`config.mk`:
```
export PLATFORM = sky130hd
export DESIGN_NAME = wb_daq_sample_writer
export DESIGN_NICKNAME = d
export VERILOG_FILES = /design/src/rtl/wb_daq_sample_writer_pkg.sv /design/src/rtl/wb_daq_sample_writer.sv
export SDC_FILE = /design/constraint.sdc
export NUM_CORES = 1
export LEC_CHECK = 0
export ABC_AREA = 1
export CAP_MARGIN = 5
export CORE_ASPECT_RATIO = 0.7
export CORE_MARGIN = 8
export CORE_UTILIZATION = 49
export DETAILED_ROUTE_END_ITERATION = 10
export PLACE_DENSITY = 0.92
export SKIP_LAST_GASP = 1
export SLEW_MARGIN = 0
export SYNTH_ARGS = -nofsm -noshare
export SYNTH_HDL_FRONTEND = slang
export SYNTH_SLANG_ARGS = --single-unit
```
`constraint.sdc`:
```
create_clock -name wb_clk -period 5.87 [get_ports wb_clk]
set_clock_uncertainty 0.15 [all_clocks]
set_input_delay 0.587 -clock wb_clk [delete_from_list [all_inputs] [get_ports wb_clk]]
set_output_delay 0.587 -clock wb_clk [all_outputs]
set_load 0.05 [all_outputs]
```
`src/rtl/wb_daq_sample_writer_pkg.sv`:
```
// Shared constants for the DAQ sample writer: FSM encoding and Wishbone
// cycle-type/burst-type codes for single classic writes.
package wb_daq_sample_writer_pkg;

  localparam logic [2:0] ST_IDLE      = 3'd0;
  localparam logic [2:0] ST_WAIT_DATA = 3'd1;
  localparam logic [2:0] ST_WRITE     = 3'd2;
  localparam logic [2:0] ST_RETRY     = 3'd3;
  localparam logic [2:0] ST_DONE      = 3'd4;
  localparam logic [2:0] ST_ERROR     = 3'd5;

  localparam logic [2:0] CTI_CLASSIC  = 3'b000;
  localparam logic [1:0] BTE_LINEAR   = 2'b00;
  localparam logic [3:0] SEL_WORD     = 4'hF;

endpackage

```
`src/rtl/wb_daq_sample_writer.sv`:
```
// Moves an upstream sample stream into RAM as single classic Wishbone writes,
// one buffered sample at a time, with retry, error and abort handling.
module wb_daq_sample_writer
  import wb_daq_sample_writer_pkg::*;
#(
  parameter int AW = 32,
  parameter int DW = 32,
  parameter int CW = 16
) (
  input  logic          wb_clk,
  input  logic          wb_rst,
  input  logic          enable,
  input  logic [AW-1:0] start_addr,
  input  logic [CW-1:0] sample_count,
  input  logic          sample_valid,
  input  logic [DW-1:0] sample_data,
  output logic          sample_ready,
  output logic [AW-1:0] wb_master_adr_o,
  output logic [DW-1:0] wb_master_dat_o,
  output logic [3:0]    wb_master_sel_o,
  output logic          wb_master_we_o,
  output logic          wb_master_cyc_o,
  output logic          wb_master_stb_o,
  output logic [2:0]    wb_master_cti_o,
  output logic [1:0]    wb_master_bte_o,
  input  logic [DW-1:0] wb_master_dat_i,
  input  logic          wb_master_ack_i,
  input  logic          wb_master_err_i,
  input  logic          wb_master_rty_i,
  output logic          done,
  output logic          bus_error,
  output logic [CW-1:0] words_written
);

  logic [2:0]    state_q, state_d;
  logic          en_prev_q, en_prev_d;
  logic [AW-1:0] adr_q, adr_d;
  logic [DW-1:0] dat_q, dat_d;
  logic [3:0]    sel_q, sel_d;
  logic [CW-1:0] count_q, count_d;
  logic [CW-1:0] words_q, words_d;
  logic          bus_error_q, bus_error_d;
  logic          have_q, have_d;
  logic          cyc_q, cyc_d;
  logic          done_q, done_d;

  logic          start_edge_s;
  logic          xfer_s;
  logic [CW-1:0] words_inc_s;
  logic          unused_s;

  assign start_edge_s = enable & ~en_prev_q;
  // One-deep buffer: ready only while waiting and nothing is held yet.
  assign sample_ready = (state_q == ST_WAIT_DATA) & ~have_q & enable;
  assign xfer_s       = sample_valid & sample_ready;
  assign words_inc_s  = words_q + CW'(1);
  assign unused_s     = ^{wb_master_dat_i, start_addr[1:0]};

  // Next-state and datapath update for the capture FSM.
  always_comb begin
    state_d     = state_q;
    en_prev_d   = enable;
    adr_d       = adr_q;
    dat_d       = dat_q;
    sel_d       = sel_q;
    count_d     = count_q;
    words_d     = words_q;
    bus_error_d = bus_error_q;
    have_d      = have_q;
    done_d      = 1'b0;
    if (!enable) begin
      state_d = ST_IDLE;
      have_d  = 1'b0;
    end else begin
      case (state_q)
        ST_IDLE: begin
          if (start_edge_s) begin
            adr_d       = {start_addr[AW-1:2], 2'b00};
            count_d     = sample_count;
            words_d     = {CW{1'b0}};
            bus_error_d = 1'b0;
            have_d      = 1'b0;
            state_d     = (sample_count == {CW{1'b0}}) ? ST_DONE : ST_WAIT_DATA;
          end else begin
            state_d = ST_IDLE;
          end
        end
        ST_WAIT_DATA: begin
          // The extra cycle after capture sets the 3-cycle-per-word cadence.
          if (have_q) begin
            sel_d   = SEL_WORD;
            state_d = ST_WRITE;
          end else if (xfer_s) begin
            dat_d  = sample_data;
            have_d = 1'b1;
          end else begin
            state_d = ST_WAIT_DATA;
          end
        end
        ST_WRITE: begin
          if (wb_master_err_i) begin
            bus_error_d = 1'b1;
            have_d      = 1'b0;
            state_d     = ST_ERROR;
          end else if (wb_master_ack_i) begin
            words_d = words_inc_s;
            adr_d   = adr_q + AW'(4);
            have_d  = 1'b0;
            state_d = (words_inc_s == count_q) ? ST_DONE : ST_WAIT_DATA;
          end else if (wb_master_rty_i) begin
            state_d = ST_RETRY;
          end else begin
            state_d = ST_WRITE;
          end
        end
        ST_RETRY: state_d = ST_WRITE;
        ST_DONE: begin
          done_d  = 1'b1;
          state_d = ST_IDLE;
        end
        ST_ERROR: state_d = ST_ERROR;
        default:  state_d = ST_IDLE;
      endcase
    end
    cyc_d = (state_d == ST_WRITE);
  end

  // State and output registers.
  always_ff @(posedge wb_clk or negedge wb_rst) begin
    if (!wb_rst) begin
      state_q     <= ST_IDLE;
      en_prev_q   <= 1'b1;
      adr_q       <= {AW{1'b0}};
      dat_q       <= {DW{1'b0}};
      sel_q       <= 4'h0;
      count_q     <= {CW{1'b0}};
      words_q     <= {CW{1'b0}};
      bus_error_q <= 1'b0;
      have_q      <= 1'b0;
      cyc_q       <= 1'b0;
      done_q      <= 1'b0;
    end else begin
      state_q     <= state_d;
      en_prev_q   <= en_prev_d;
      adr_q       <= adr_d;
      dat_q       <= dat_d;
      sel_q       <= sel_d;
      count_q     <= count_d;
      words_q     <= words_d;
      bus_error_q <= bus_error_d;
      have_q      <= have_d;
      cyc_q       <= cyc_d;
      done_q      <= done_d;
    end
  end

  // Dropping enable kills the bus cycle in the same clock.
  assign wb_master_cyc_o = cyc_q & enable;
  assign wb_master_stb_o = cyc_q & enable;
  assign wb_master_we_o  = cyc_q & enable;
  assign wb_master_adr_o = adr_q;
  assign wb_master_dat_o = dat_q;
  assign wb_master_sel_o = sel_q;
  assign wb_master_cti_o = CTI_CLASSIC;
  assign wb_master_bte_o = BTE_LINEAR;
  assign done            = done_q;
  assign bus_error       = bus_error_q;
  assign words_written   = words_q;

endmodule

```
==> results.yml <==
floorplanning:
  row_count: 34
  initial_core_util_pct: 49.5
  die_x_um: 149
  die_h_um: 109
  io_pins: 214
  core_area_sq_um: 12200
  dieArea_sq_um: 16200
clock_network:
  cts_buffers: 9
  cts_tree: "built"
  clk_latency_ns: 0.35
  cts_root_buf: "clkbuf_16"
  hold_buffers: 0
  cts.clk_slew.worst_paths_ns: 0.07
  clk_path_buf_depth: 2
  cts_sinks: 103
  cts_setup_buffers: 0
  htreeDepth: 3
  cts_resized: 0
worst_setup_path:
  r2r_end: "wb_master_adr_o[30]$_DFFE_PN0P_"
  crit_end: "sample_ready"
  worstPathArrival_ns: 2.43
  cp.required_ns: 5.13
  critPathLaunchType: "input port"
  r2r_slack_ns: 3.04
  r2r-start: "state_q[2]$_DFF_PN0_"
  cp_max_fo: 7
  r2r_cells: 11
  crit_type: "input port to output pin"
  end_kind: "output pin"
  critPathLaunch: "enable"
layout:
  final_cell_mix: "clkdlybuf4s50_1, nand2_1, dfrtp_1"
  num_antenna_cells: 0
  multiInputGateArea_sq_um: 2920
  nets: 1017
  drive_gt1_share_pct: 10.7
  fillers: 971
  seq_area_sq_um: 2580
  area_delta_synth_final_pct: 34.7
  final_common_cell: "clkdlybuf4s50_1"
global_routing:
  grt_pass1_vias: 5645
  antenna_found_initial: 0
  grt_overflow: 0
  grtUsageTotal_pct: 21.9
  grt_max_degree: 65
  grt_pass1_wl_um: 28300
routing:
  ant_nets: 0
  drc: 0
  vias: 5682
  via_per_inst: 5.35
  wl_per_cell_um: 16.8
  drt-initial-drc-count: 406
  first_pass_iters: 5
  wirelength_um: 17900
timing:
  tightest_slew_ns: 1.02
  slew_headroom_pct: 31.5
  finalHoldViolations: 0
  setup-tns-final_ns: 0
  finalCritPeriodShare_pct: 53.9
  slew_violations: 0
  period_needed_ns: 3.16
  fmax_mhz: 316
  setup_viol: 0
  rsz0062_at_grt: "no"
synthesis:
  synthArstFlopShare_pct: 100
  synth_compound_area_share_pct: 11.9
  ys_seq_area_share_pct: 42.7
  synth_edf_count: 0
  ys_seq_elements: 103
  synth_top_family_by_area: "simple AND/OR/NAND/NOR gates"
  synthMuxAreaShare_pct: 7.76
  synth_xor_area_share_pct: 1.68
  synthAdderAreaFrac_pct: 0.414
  syn_area_sq_um: 6040
  yosys.area_share.simple_pct: 26.2
  yosys_most_used_dff: "dfrtp_1"
  ys_types: 50
  synth_warnings: 0
  syn_inst: 737
  avgSynthCellArea_sq_um: 8.20
power:
  finalPower_w: 0.00273
  vdd_drop_max_mv: 0.256
  p_leak_nw: 3.64
  cellPowerDensity_nw_per_um2: 335
place:
  place_congestion: 0.916
  dpl.hpwl_um: 13500
  io_buffers: 172
run_status:
  outcome: "completed"
run:
  cap_violations: 0
hold_path:
  holdCritPathClass: "input port to async pin"
==> per-layer routing <==
metal  share of wire (%)  vias to the layer above  track usage, %
met5                   0                        -               0
met4                 1.0                        0            5.31
met3                  11                       13            8.21
met2                  45                      260            35.1
met1                  42                     2662            27.7
li1                    -                     2747               -
==> worst min-delay path by stage <==
stage | slack (ns) | endpoint | from | cells after the start
6_report | 0.07 | wb_master_adr_o[24]$_DFFE_PN0P_ | wb_rst | 1
5_1_grt | 0.10 | wb_master_adr_o[23]$_DFFE_PN0P_ | wb_rst | 1
3_5_place_dp | 0.34 | wb_master_dat_o[25]$_DFFE_PN0P_ | wb_master_dat_o[25]$_DFFE_PN0P_ | 1
4_1_cts | 0.08 | wb_master_adr_o[10]$_DFFE_PN0P_ | wb_rst | 1
3_3_place_gp | 0.34 | wb_master_dat_o[2]$_DFFE_PN0P_ | wb_master_dat_o[2]$_DFFE_PN0P_ | 1
2_1_floorplan | 0.14 | bus_error$_DFFE_PN0P_ | wb_rst | 0
==> where the power goes <==
group          leakage [nW]  switching (W)  total (W)  internal, W
combinational          2.18       0.000675    0.00108     0.000409
clock                 0.164       0.000289   0.000673     0.000383
sequential             1.29       0.000129   0.000971     0.000843
total                  3.64        0.00109    0.00273      0.00163
==> area by class of cell <==
class / count / share of cell area (%)
inverters: 96 / 4.43
clock buffers: 9 / 2.77
multi-input cells: 511 / 35.9
clock inverters: 7 / 1.37
well taps: 162 / 2.49
flip-flops and latches: 103 / 31.7
repair buffers: 175 / 21.4
==> registers in the layout, indices dropped and copies added, names as in the netlist <==
name	cells
bus_error	1
count_q	16
cyc_q	1
done	1
en_prev_q	1
have_q	1
state_q	3
wb_master_adr_o	30
wb_master_dat_o	32
wb_master_sel_o	1
words_written	16
==> cell usage after synthesis (2+ instances only) <==
cell      instances  area [sq um]
nand3_1          52           260
nor3_1           11          55.1
nand2_2           7          43.8
o21ai_1          19          95.1
o22ai_1          21           131
xnor2_1           2          17.5
xor2_1            7          61.3
inv_1            89           334
nor2_2           12          75.1
o211ai_1          9          67.6
mux2_2            3          33.8
buf_6             3          33.8
nand3b_1          5          37.5
ha_1              2          25.0
inv_2             7          26.3
nand4_1          14          87.6
buf_2             9          45.0
nor2_4            4          45.0
o21ai_0          46           230
nor2_1           44           165
nor3_4            2          32.5
nor3b_1           3          22.5
dfrtp_1         102          2550
clkbuf_1          8          30.0
buf_4            13          97.6
nand2_1         165           619
nand3_2           5          50.1
a21oi_1          16          80.1
nor4_1            4          25.0
a22oi_1           2          15.0
o21bai_1          2          15.0
or2_2             3          18.8
mux2_4           29           435
==> cells by family (layout without fill, tap and decap cells) <==
| logic type | after synthesis | in the layout |
|---|---|---|
| other | 1 | 7 |
| adder cells (fa/ha/maj) | 2 | 2 |
| AO/OA/AOI/OAI | 125 | 125 |
| AND/OR/NAND/NOR | 335 | 335 |
| XOR/XNOR | 10 | 10 |
| buffers and inverters | 129 | 287 |
| flip-flops | 103 | 103 |
| multiplexers | 32 | 32 |
==> through the flow <==
step | cells | hold WS, ns | setup WS [ns] | area, sq um | utilization (%)
6_report | 1063 | 0.0695 | 2.71 | 8140 | 66.7
5_1_grt | 1063 | 0.100 | 2.64 | 8140 | 66.7
4_1_cts | 1063 | 0.0811 | 2.71 | 8140 | 66.7
3_5_place_dp | 1047 | 0.341 | 2.61 | 7800 | 63.9
3_3_place_gp | 1047 | 0.338 | 2.72 | 7800 | 63.9
2_1_floorplan | 743 | 0.141 | 3.61 | 6070 | -
==> critical path, stage by stage <==
cell             delay [ns]
clkdlybuf4s50_1        0.57
inv_1                  0.19
nor3_4                 0.23
clkdlybuf4s50_1        0.85
Power figures use the tool's default switching activity.
